$ cat src/rtl/mips_pkg.sv
// Shared MIPS decode definitions: opcodes, ALU classes, branch kinds and the
// opcode-to-control decode table used by the ID stage.
package mips_pkg;

  localparam logic [5:0] OP_RTYPE = 6'h00;
  localparam logic [5:0] OP_LW    = 6'h23;
  localparam logic [5:0] OP_SW    = 6'h2B;
  localparam logic [5:0] OP_BEQ   = 6'h04;
  localparam logic [5:0] OP_BNE   = 6'h05;
  localparam logic [5:0] OP_ADDI  = 6'h08;
  localparam logic [5:0] OP_ANDI  = 6'h0C;
  localparam logic [5:0] OP_ORI   = 6'h0D;
  localparam logic [5:0] OP_SLTI  = 6'h0A;
  localparam logic [5:0] OP_LUI   = 6'h0F;

  localparam logic [2:0] ALU_ADD   = 3'b000;
  localparam logic [2:0] ALU_SUB   = 3'b001;
  localparam logic [2:0] ALU_FUNCT = 3'b010;
  localparam logic [2:0] ALU_AND   = 3'b011;
  localparam logic [2:0] ALU_OR    = 3'b100;
  localparam logic [2:0] ALU_SLT   = 3'b101;
  localparam logic [2:0] ALU_LUI   = 3'b110;

  localparam logic [1:0] BR_NONE = 2'b00;
  localparam logic [1:0] BR_EQ   = 2'b01;
  localparam logic [1:0] BR_NE   = 2'b10;

  typedef enum logic [1:0] {EXT_SIGN, EXT_ZERO, EXT_LUI} ext_e;

  typedef struct packed {
    logic [2:0] aluop;
    logic       alusrc;
    ext_e       ext;
    logic       wr_rt;      // destination is rt rather than rd
    logic       reg_write;
    logic       mem_read;
    logic       mem_write;
    logic [1:0] branch;
    logic       rt_used;    // rt is a source operand (load-use check)
    logic       illegal;
  } ctrl_t;

  function automatic ctrl_t decode(input logic [5:0] op);
    ctrl_t c;
    c = '{aluop: ALU_ADD, alusrc: 1'b0, ext: EXT_SIGN, wr_rt: 1'b0,
          reg_write: 1'b0, mem_read: 1'b0, mem_write: 1'b0,
          branch: BR_NONE, rt_used: 1'b0, illegal: 1'b0};
    case (op)
      OP_RTYPE: begin c.aluop = ALU_FUNCT; c.reg_write = 1'b1; c.rt_used = 1'b1; end
      OP_LW:    begin c.alusrc = 1'b1; c.wr_rt = 1'b1; c.reg_write = 1'b1; c.mem_read = 1'b1; end
      OP_SW:    begin c.alusrc = 1'b1; c.mem_write = 1'b1; c.rt_used = 1'b1; end
      OP_BEQ:   begin c.aluop = ALU_SUB; c.branch = BR_EQ; c.rt_used = 1'b1; end
      OP_BNE:   begin c.aluop = ALU_SUB; c.branch = BR_NE; c.rt_used = 1'b1; end
      OP_ADDI:  begin c.alusrc = 1'b1; c.wr_rt = 1'b1; c.reg_write = 1'b1; end
      OP_ANDI:  begin c.aluop = ALU_AND; c.alusrc = 1'b1; c.ext = EXT_ZERO; c.wr_rt = 1'b1; c.reg_write = 1'b1; end
      OP_ORI:   begin c.aluop = ALU_OR; c.alusrc = 1'b1; c.ext = EXT_ZERO; c.wr_rt = 1'b1; c.reg_write = 1'b1; end
      OP_SLTI:  begin c.aluop = ALU_SLT; c.alusrc = 1'b1; c.wr_rt = 1'b1; c.reg_write = 1'b1; end
      OP_LUI:   begin c.aluop = ALU_LUI; c.alusrc = 1'b1; c.ext = EXT_LUI; c.wr_rt = 1'b1; c.reg_write = 1'b1; end
      default:  c.illegal = 1'b1;
    endcase
    return c;
  endfunction

  function automatic logic [31:0] ext_imm(input ext_e e, input logic [15:0] imm);
    case (e)
      EXT_ZERO: return {16'h0, imm};
      EXT_LUI:  return {imm, 16'h0};
      default:  return {{16{imm[15]}}, imm};
    endcase
  endfunction

endpackage

$ cat src/rtl/decode_stage_reg_file.sv
// Architectural register file: two async read ports, one sync write port.
// r0 is hard-wired to zero; bypassing is handled by the parent.
module reg_file #(
  parameter int DEPTH = 32,
  parameter int AW    = $clog2(DEPTH)
) (
  input  logic          clk,
  input  logic          rst_n,
  input  logic [AW-1:0] ra0,
  output logic [31:0]   rd0,
  input  logic [AW-1:0] ra1,
  output logic [31:0]   rd1,
  input  logic          we,
  input  logic [AW-1:0] wa,
  input  logic [31:0]   wd
);

  logic [31:0] mem [DEPTH];

  // Write port; reset wipes every entry.
  always_ff @(posedge clk or negedge rst_n) begin
    if (!rst_n) begin
      for (int i = 0; i < DEPTH; i++) mem[i] <= '0;
    end else if (we && wa != '0) begin
      mem[wa] <= wd;
    end
  end

  assign rd0 = (ra0 == '0) ? '0 : mem[ra0];
  assign rd1 = (ra1 == '0) ? '0 : mem[ra1];

endmodule

$ cat src/rtl/decode_stage.sv
// ID stage + ID/EX register: decodes one instruction per handshake, reads
// operands with write-back bypass, and applies stall/flush/load-use interlock.
module decode_stage
  import mips_pkg::*;
#(
  parameter int          RF_DEPTH     = 32,
  parameter logic [31:0] RESET_PC_VAL = 32'h0
) (
  input  logic        clk,
  input  logic        rst_n,
  input  logic        if_valid,
  output logic        if_ready,
  input  logic [31:0] if_instr,
  input  logic [31:0] if_next_pc,
  input  logic        ex_ready,
  input  logic        flush,
  input  logic        wb_en,
  input  logic [4:0]  wb_addr,
  input  logic [31:0] wb_data,
  output logic        ex_valid,
  output logic [31:0] inputA,
  output logic [31:0] inputB,
  output logic [31:0] immediate,
  output logic [31:0] nextPC,
  output logic [4:0]  shamt,
  output logic [5:0]  funct,
  output logic [2:0]  ALUop,
  output logic        ALUSrc,
  output logic        reg_write,
  output logic        mem_read,
  output logic        mem_write,
  output logic [1:0]  branch,
  output logic [4:0]  write_reg,
  output logic        illegal
);

  logic [4:0]  rs, rt, rd, dst;
  logic [31:0] rf_a, rf_b, opa, opb;
  logic        lu_stall, accept;
  ctrl_t       ctl;

  assign rs  = if_instr[25:21];
  assign rt  = if_instr[20:16];
  assign rd  = if_instr[15:11];
  assign ctl = decode(if_instr[31:26]);
  assign dst = ctl.reg_write ? (ctl.wr_rt ? rt : rd) : 5'd0;

  reg_file #(.DEPTH(RF_DEPTH), .AW(5)) u_rf (
    .clk  (clk),
    .rst_n(rst_n),
    .ra0  (rs),
    .rd0  (rf_a),
    .ra1  (rt),
    .rd1  (rf_b),
    .we   (wb_en),
    .wa   (wb_addr),
    .wd   (wb_data)
  );

  // A write landing on the same edge as the accept must be visible.
  assign opa = (wb_en && wb_addr == rs && rs != 5'd0) ? wb_data : rf_a;
  assign opb = (wb_en && wb_addr == rt && rt != 5'd0) ? wb_data : rf_b;

  // Load in ID/EX whose destination feeds the incoming instruction.
  assign lu_stall = ex_valid && mem_read && write_reg != 5'd0 && if_valid &&
                    (rs == write_reg || (ctl.rt_used && rt == write_reg));

  assign if_ready = rst_n && (flush || ((!ex_valid || ex_ready) && !lu_stall));
  assign accept   = if_valid && if_ready;

  // ID/EX register: flush beats accept beats drain; otherwise hold.
  always_ff @(posedge clk or negedge rst_n) begin
    if (!rst_n) begin
      ex_valid  <= 1'b0;
      inputA    <= '0;
      inputB    <= '0;
      immediate <= '0;
      nextPC    <= RESET_PC_VAL;
      shamt     <= '0;
      funct     <= '0;
      ALUop     <= '0;
      ALUSrc    <= 1'b0;
      reg_write <= 1'b0;
      mem_read  <= 1'b0;
      mem_write <= 1'b0;
      branch    <= BR_NONE;
      write_reg <= '0;
      illegal   <= 1'b0;
    end else if (flush) begin
      ex_valid <= 1'b0;
    end else if (accept) begin
      ex_valid  <= 1'b1;
      inputA    <= opa;
      inputB    <= opb;
      immediate <= ext_imm(ctl.ext, if_instr[15:0]);
      nextPC    <= if_next_pc;
      shamt     <= if_instr[10:6];
      funct     <= if_instr[5:0];
      ALUop     <= ctl.aluop;
      ALUSrc    <= ctl.alusrc;
      reg_write <= ctl.reg_write;
      mem_read  <= ctl.mem_read;
      mem_write <= ctl.mem_write;
      branch    <= ctl.branch;
      write_reg <= dst;
      illegal   <= ctl.illegal;
    end else if (ex_ready && ex_valid) begin
      ex_valid <= 1'b0;
    end
  end

endmodule

$ cat config.mk
export PLATFORM = sky130hd
export DESIGN_NAME = decode_stage
export DESIGN_NICKNAME = d
export VERILOG_FILES = /design/src/rtl/mips_pkg.sv /design/src/rtl/decode_stage_reg_file.sv /design/src/rtl/decode_stage.sv
export SDC_FILE = /design/constraint.sdc
export NUM_CORES = 2
export LEC_CHECK = 0
export CORE_UTILIZATION = 45
export DETAILED_ROUTE_END_ITERATION = 8
export GPL_TIMING_DRIVEN = 0
export PLACE_DENSITY = 0.6
export SLEW_MARGIN = 10
export SYNTH_ARGS = -nofsm -noshare
export SYNTH_HDL_FRONTEND = slang
export SYNTH_SLANG_ARGS = --single-unit
$ cat constraint.sdc
create_clock -name clk -period 6.5 [get_ports clk]
set_input_delay 1.95 -clock clk [delete_from_list [all_inputs] [get_ports clk]]
set_output_delay 1.95 -clock clk [all_outputs]
set_load 0.005 [all_outputs]
# Yosys cells after proc, flatten, opt, wreduce, memory -nomap -nowiden
# Index checks and enable logic that the tools add are counted.
[word_totals] elab_cells=135 regBits=1179 inputBits=107
[classes] order_cmp=4 bitwise=4 n_eq_ne=15 n_reduce_logical=36 mux=29
[ops] operator="bitwise mux 1024 bit" n=1
[ops] operator="binary-select mux 32 bit (select 5 bit)" n=2
[ops] operator="two-way mux 32 bit" n=9
[ops] operator="demux 32 bit (select 5 bit)" n=1
[ops] operator="case mux 32 bit (2 select lines)" n=1
[ops] operator="== test 6 x 4 -> 1 bit, second input constant" n=5
[ops] operator="== test 5 bit" n=4
[ops] operator="nonzero test 5 bit" n=4
[ops] operator=">= comparator 6 bit, second input constant" n=3
[ops] operator="inverter 5 -> 6 bit" n=3
[ops] operator="case mux 3 bit (6 select lines)" n=1
[ops] operator="logical AND 1 bit" n=15
[ops] operator="OR reduction 7 bit" n=2
[ops] operator="== test 6 x 3 -> 1 bit, second input constant" n=2
[ops] operator="== test 6 bit, second input constant" n=2
[ops] operator="zero test 5 bit" n=2
[ops] operator="two-way mux 1 bit" n=10
[ops] operator="two-way mux 5 bit" n=2
[ops] operator="OR reduction 10 bit" n=1
[ops] operator="case mux 2 bit (2 select lines)" n=2
[ops] operator="zero test 6 bit" n=1
[ops] operator="< comparator 6 x 1 -> 1 bit, second input constant" n=1
[ops] operator="OR reduction 6 bit" n=1
[ops] operator="OR reduction 2 bit" n=2
[ops] operator="other kinds (8)" n=11

# Longest topological paths before layout
[logic_depth] depth_word=13 mapped_depth=10 mapped_depth_nobuf=8

# Cells and area by module
# From an unflattened synthesis, not the netlist that was laid out.
[hier_totals] hier_cells=4247 hier_area_um2=61998.2
[by_module_without_submodules] module="reg_file" instances=1 cells_per_inst=3667 seq_area_each_um2=25624.6 area_per_inst_um2=54478.5
[by_module_without_submodules] module="decode_stage" instances=1 cells_per_inst=580 seq_area_each_um2=3878.7 area_per_inst_um2=7519.7

# Least setup slack after synthesis
# OpenSTA, ideal clock, no wires.
[synth_timing] path_type="in2out" from="in if_instr[27]" to="out if_ready" slack_ns=1.184 cell_stages=7 t_arrival_ns=3.366 required_ns=4.550 cell_sequence="buf_4 > nand2_1 > or4b_4 > a2111oi_4 > o21ai_0 > a21oi_1 > nor2b_1"
[synth_via] elab_chain_len=10 word_cells_on_any_way=13
[synth_lines] element="from (decl)" line="decode_stage.sv:13" source="input logic [31:0] if_instr,"
[synth_lines] element="== test 6 x 3 -> 1 bit (tied with other cells)" line="mips_pkg.sv:48" source="case (op)"
[synth_lines] element="OR reduction 4 bit (no line) (*)"
[synth_lines] element="two-way mux 1 bit (*)" line="mips_pkg.sv:48"
[synth_lines] element="logical AND 1 bit (*)" line="decode_stage.sv:66" source="(rs == write_reg || (ctl.rt_used && rt == write_reg));"
[synth_lines] element="logical OR 1 bit (*)" line="decode_stage.sv:66"
[synth_lines] element="logical AND 1 bit (*)" line="decode_stage.sv:65" source="assign lu_stall = ex_valid && mem_read && write_reg != 5'd0 && if_valid &&"
[synth_lines] element="zero test 1 bit (*)" line="decode_stage.sv:68" source="assign if_ready = rst_n && (flush || ((!ex_valid || ex_ready) && !lu_stall));"
[synth_lines] element="logical AND 1 bit (*)" line="decode_stage.sv:68"
[synth_lines] element="logical OR 1 bit (*)" line="decode_stage.sv:68"
[synth_lines] element="logical AND 1 bit (*)" line="decode_stage.sv:68"
[synth_lines] element="to (decl)" line="decode_stage.sv:12" source="output logic if_ready,"
# Mark *: on every way between the ends. The rest lies on a longest branch, timed or not.

# Worst setup path in the final report
[layout_timing] from="in if_instr[21]" to="reg inputA[28]"
[layout_via] elab_chain_len=9 word_cells_on_any_way=20
[layout_lines] element="branches (longest 9 deep; another with binary-select mux 32 bit (select 5 bit))"
[layout_lines] element="to (signal assigned)" line="decode_stage.sv:93" source="inputA <= opa;"
[layout_lines] element="to (decl)" line="decode_stage.sv:21" source="output logic [31:0] inputA,"
# Parallel ways; which one is timed is not known. The select of a mux whose other input is x is not followed.
# A chain may end at the register's enable or synchronous reset.

==> run_summary.xml <==
<?xml version="1.0" encoding="UTF-8"?>
<metrics>
  <group name="synth">
    <metric name="yosys_register_bits" unit="">1179</metric>
    <metric name="synth.cell_area" unit="um2">60000</metric>
    <metric name="post-synth-top-area-fraction" unit="">0.492</metric>
    <metric name="syn_avg_cell_area" unit="um2">14.6</metric>
    <metric name="yosysWarnings" unit="">0</metric>
    <metric name="synth_top_cells_by_area" unit="">sky130_fd_sc_hd__dfrtp_1 (49%), sky130_fd_sc_hd__mux4_2 (19%), sky130_fd_sc_hd__mux2_2 (19%), sky130_fd_sc_hd__o22ai_1 (2.6%), sky130_fd_sc_hd__clkbuf_1 (2.0%)</metric>
    <metric name="synth.largest_area_cell" unit="">sky130_fd_sc_hd__dfrtp_1</metric>
    <metric name="postSynth.topFlopCell" unit="">sky130_fd_sc_hd__dfrtp_1</metric>
    <metric name="synthesis.instances" unit="">4113</metric>
    <metric name="async_flop_share" unit="">1.00</metric>
    <metric name="syn-num-nets" unit="">4222</metric>
    <metric name="synth_seq_area_share" unit="">0.492</metric>
    <metric name="post_synth_edffs" unit="">0</metric>
    <metric name="post_synth_num_cell_types" unit="">55</metric>
  </group>
  <group name="timing">
    <metric name="finalHoldViolCount" unit="">0</metric>
    <metric name="tightestPinTransition" unit="ps">1450</metric>
    <metric name="worst_slack" unit="ps">-79.1</metric>
    <metric name="final_setup_tns" unit="ps">-79.1</metric>
    <metric name="skew" unit="ps">30.7</metric>
    <metric name="timing.fmax" unit="MHz">152</metric>
    <metric name="final-max-slew-violation-count" unit="">0</metric>
    <metric name="period_needed" unit="ps">6580</metric>
    <metric name="grt_setup_unrepaired" unit="">no</metric>
    <metric name="setup_viol" unit="">1</metric>
    <metric name="slew-limit-headroom" unit="">0.0325</metric>
    <metric name="tcrit_tclk_final" unit="">1.01</metric>
  </group>
  <group name="finish">
    <metric name="num-nets-final" unit="">4623</metric>
    <metric name="flip_flop_count_of_the_largest_register_all_copies_and_words_added" unit="">1024</metric>
    <metric name="drive_above_1_share" unit="">0.408</metric>
    <metric name="fill_cells" unit="">11100</metric>
    <metric name="synthesis_to_layout_area_growth" unit="%">16.2</metric>
    <metric name="largest_register" unit="">u_rf.mem</metric>
  </group>
  <group name="detailed_routing">
    <metric name="wirelength" unit="um">231000</metric>
    <metric name="drcViolationCount" unit="">0</metric>
    <metric name="detailroute.via_count" unit="">43000</metric>
    <metric name="dr.first_iter.drc_count" unit="">5377</metric>
    <metric name="routed_via_density" unit="">6.73</metric>
    <metric name="drt.antenna.violating_nets" unit="">0</metric>
    <metric name="first_pass_iters" unit="">5</metric>
    <metric name="detail_route.wl_per_cell" unit="um">36.2</metric>
  </group>
  <group name="power">
    <metric name="sw_frac_of_total" unit="">0.280</metric>
    <metric name="p_sw" unit="mW">6.31</metric>
    <metric name="clock_power_share" unit="">0.359</metric>
    <metric name="vdd_ir_drop_max" unit="uV">208</metric>
    <metric name="power-per-cell-area" unit="nW/um2">323</metric>
    <metric name="p_int" unit="mW">16.2</metric>
    <metric name="share_comb_of_total_power" unit="">0.204</metric>
    <metric name="cellLeakagePower" unit="nW">29.3</metric>
    <metric name="seqPwrFrac" unit="">0.437</metric>
  </group>
  <group name="floorplan">
    <metric name="row_count" unit="">133</metric>
    <metric name="num_io_pins" unit="">263</metric>
    <metric name="floorplan.die_area" unit="um2">135000</metric>
    <metric name="design.core.area" unit="um2">132000</metric>
    <metric name="initial_core_utilization" unit="">0.455</metric>
    <metric name="x_dimension_of_the_die" unit="um">367</metric>
    <metric name="die_y" unit="um">367</metric>
  </group>
  <group name="clock_tree">
    <metric name="ctsHtreeMaxLevel" unit="">4</metric>
    <metric name="tritoncts" unit="">built</metric>
    <metric name="setup_repair_bufs_after_cts" unit="">0</metric>
    <metric name="cts.clk_slew.worst_paths" unit="ps">60</metric>
    <metric name="cts_root_buf" unit="">sky130_fd_sc_hd__clkbuf_16</metric>
    <metric name="clock_latency_on_the_worst_skew_pair" unit="ps">800</metric>
    <metric name="clk_path_buf_depth" unit="">3</metric>
    <metric name="cts_inserted_buffers" unit="">136</metric>
    <metric name="clock_sink_count" unit="">1179</metric>
  </group>
  <group name="setup_path">
    <metric name="cp_max_fo" unit="">10</metric>
    <metric name="critical_path.endpoint" unit="">inputA[28]</metric>
    <metric name="timing.critical_path.from_type" unit="">input pin</metric>
    <metric name="worstReg2RegEnd" unit="">inputA[23]</metric>
    <metric name="ff2ff_setup_slack" unit="ps">2520</metric>
    <metric name="critical_path_arrival" unit="ps">7210</metric>
    <metric name="critical_path_depth_in_cells" unit="">10</metric>
    <metric name="worst_r2r_path_depth" unit="">8</metric>
    <metric name="timing.critical_path.buf_inv" unit="">5</metric>
    <metric name="worst_setup_path_startpoint" unit="">if_instr[21]</metric>
    <metric name="crit_path_max_incr_delay" unit="ps">910</metric>
    <metric name="worst_r2r_startpoint" unit="">write_reg[0]</metric>
    <metric name="cp_top_family" unit="">buffers and inverters</metric>
    <metric name="cpMaxStageDelayCell" unit="">sky130_fd_sc_hd__nand2_1</metric>
    <metric name="worstPathRequired" unit="ps">7130</metric>
    <metric name="path_class" unit="">input pin to flop</metric>
    <metric name="critical_path.cell_chain" unit="">clkdlybuf4s50_1, buf_2, clkbuf_1, buf_2, nand2_1, clkbuf_1, o22ai_1, nor3_1, a211oi_1, a21oi_1</metric>
    <metric name="worstSetupEndpointType" unit="">flop</metric>
  </group>
  <group name="status">
    <metric name="status" unit="">finished, violations left</metric>
    <metric name="failing_checks" unit="">negative setup slack</metric>
  </group>
  <group name="grt">
    <metric name="globalRouteTotalUtil" unit="">0.342</metric>
    <metric name="global_route.overflow_total" unit="">0</metric>
    <metric name="pin_count_of_the_biggest_net_entering_global_routing" unit="">152</metric>
    <metric name="grt_antenna_before_repair" unit="">12</metric>
    <metric name="grt_first_pass_wirelength" unit="um">324000</metric>
    <metric name="number_of_global_route_vias_before_repair" unit="">42300</metric>
  </group>
  <group name="place">
    <metric name="globalplace.congestion" unit="">0.982</metric>
    <metric name="place_worst_setup_slack" unit="ps">-601</metric>
    <metric name="io_buffers" unit="">253</metric>
    <metric name="post-dp-hpwl" unit="um">162000</metric>
  </group>
  <group name="flow_run">
    <metric name="cap_violations" unit="">0</metric>
  </group>
  <group name="min_path">
    <metric name="hold_path_class" unit="">flop to flop</metric>
  </group>
</metrics>
[layout by cell type (no fill, tap or decap), types with 11 or more instances in the layout]
cell	n
sky130_fd_sc_hd__xnor2_1	17
sky130_fd_sc_hd__clkinv_2	19
sky130_fd_sc_hd__nand2_1	50
sky130_fd_sc_hd__mux4_2	512
sky130_fd_sc_hd__mux2_4	32
sky130_fd_sc_hd__mux2_2	994
sky130_fd_sc_hd__clkdlybuf4s50_1	251
sky130_fd_sc_hd__o21ai_0	86
sky130_fd_sc_hd__a21oi_1	149
sky130_fd_sc_hd__nand2b_1	15
sky130_fd_sc_hd__nor2_1	56
sky130_fd_sc_hd__clkbuf_8	34
sky130_fd_sc_hd__buf_2	63
sky130_fd_sc_hd__a211oi_1	35
sky130_fd_sc_hd__clkbuf_2	20
sky130_fd_sc_hd__clkbuf_16	143
sky130_fd_sc_hd__o22ai_1	250
sky130_fd_sc_hd__dfrtp_1	1179
sky130_fd_sc_hd__clkbuf_1	318
sky130_fd_sc_hd__buf_1	81
sky130_fd_sc_hd__a31oi_1	36
sky130_fd_sc_hd__bufinv_16	11
sky130_fd_sc_hd__or3_1	34
sky130_fd_sc_hd__nor3_1	99
[how the worst min path moves through the flow]
| stage | start | endpoint | slack [ps] | depth (start not counted) |
|---|---|---|---|---|
| global placement | u_rf.mem[1015] | u_rf.mem[1015] | 450 | 1 |
| CTS | u_rf.mem[1015] | u_rf.mem[1015] | 480 | 1 |
| floorplan | u_rf.mem[1000] | u_rf.mem[1000] | 440 | 1 |
| finish | u_rf.mem[1012] | u_rf.mem[1012] | 480 | 1 |
| detailed placement | u_rf.mem[1015] | u_rf.mem[1015] | 470 | 1 |
| global route | u_rf.mem[1015] | u_rf.mem[1015] | 490 | 1 |
[cells in the mapped netlist (5+ instances only)]
cell                       count
sky130_fd_sc_hd__a21oi_1     149
sky130_fd_sc_hd__mux2_1        9
sky130_fd_sc_hd__or2_2        10
sky130_fd_sc_hd__a211oi_1     35
sky130_fd_sc_hd__mux2_4       32
sky130_fd_sc_hd__buf_2        62
sky130_fd_sc_hd__mux4_2      512
sky130_fd_sc_hd__o31ai_1      10
sky130_fd_sc_hd__buf_6        10
sky130_fd_sc_hd__nand2b_1     15
sky130_fd_sc_hd__buf_1        84
sky130_fd_sc_hd__clkbuf_1    315
sky130_fd_sc_hd__mux2i_1       7
sky130_fd_sc_hd__nor3_1       99
sky130_fd_sc_hd__or3_1        34
sky130_fd_sc_hd__a31oi_1      36
sky130_fd_sc_hd__inv_1         5
sky130_fd_sc_hd__nand2_1      50
sky130_fd_sc_hd__o22ai_1     250
sky130_fd_sc_hd__nor2b_1       7
sky130_fd_sc_hd__o21ai_0      86
sky130_fd_sc_hd__nand3_1       8
sky130_fd_sc_hd__xnor2_1      17
sky130_fd_sc_hd__nor2_1       56
sky130_fd_sc_hd__dfrtp_1    1179
sky130_fd_sc_hd__mux2_2      994
[through the flow]
step / cells / instance area, um2 / util / power [mW] / hold slack (ps)
2_1_floorplan: 4113 / 60000 / - / 12.5 / 441
3_5_place_dp: 6130 / 65000 / 0.493 / 14.4 / 468
5_1_grt: 6372 / 69700 / 0.529 / 23.3 / 494
3_3_place_gp: 6121 / 64700 / 0.491 / 14.3 / 455
6_report: 6381 / 69700 / 0.529 / 22.5 / 481
4_1_cts: 6371 / 69700 / 0.529 / 22.5 / 483
[logic make-up after synthesis]
logic type,after synthesis,synth area share
AO/OA/AOI/OAI,578,0.0570
XOR/XNOR,19,0.00277
adder cells (fa/ha/maj),2,0.000417
buffers and inverters,478,0.0325
flip-flops,1179,0.492
multiplexers,1554,0.390
AND/OR/NAND/NOR,303,0.0257
[routing by layer]
layer / track usage / routed length (um) / vias to the layer above / part of all wire
met5: 0 / 25 / - / 0.00011
met4: 0.164 / 12300 / 4 / 0.053
met3: 0.114 / 26800 / 552 / 0.12
met2: 0.489 / 98900 / 2735 / 0.43
met1: 0.469 / 92700 / 23000 / 0.40
li1: - / - / 16700 / -
[repair_timing]
| item | in CTS | in global routing |
|---|---|---|
| cloned | 0 | 1 |
| resized for setup | 1 | 1 |
| pin swaps | 0 | 0 |
| endpoints found under the setup margin | 1 | 1 |
| hold endpoints to repair | 0 | 0 |
| hold buffers | 0 | 0 |
[cell type report]
class                           instances  area (um2)  area share
Tap cell                             1755        2200      0.0315
Clock buffer                          196        4100      0.0588
Antenna cell                            9        22.5    0.000323
Multi-Input combinational cell       2456       28500       0.409
Inverter                                5        18.8    0.000269
Timing Repair Buffer                  263        2810      0.0402
Buffer                                473        1960      0.0281
Sequential cell                      1179       29500       0.423
Clock inverter                         45         573     0.00822
[power by group through the flow]
| stage | combinational (mW) | sequential (mW) | clock (mW) |
|---|---|---|---|
| final | 4.60 | 9.85 | 8.08 |
| after global routing | 4.83 | 10.0 | 8.44 |
| after CTS | 4.54 | 9.78 | 8.14 |
| after detailed placement | 4.52 | 9.90 | 0 |
| after global placement | 4.43 | 9.91 | 0 |
| after floorplan | 3.02 | 9.49 | 0 |
Note: power is estimated with default switching activity, not from simulation.
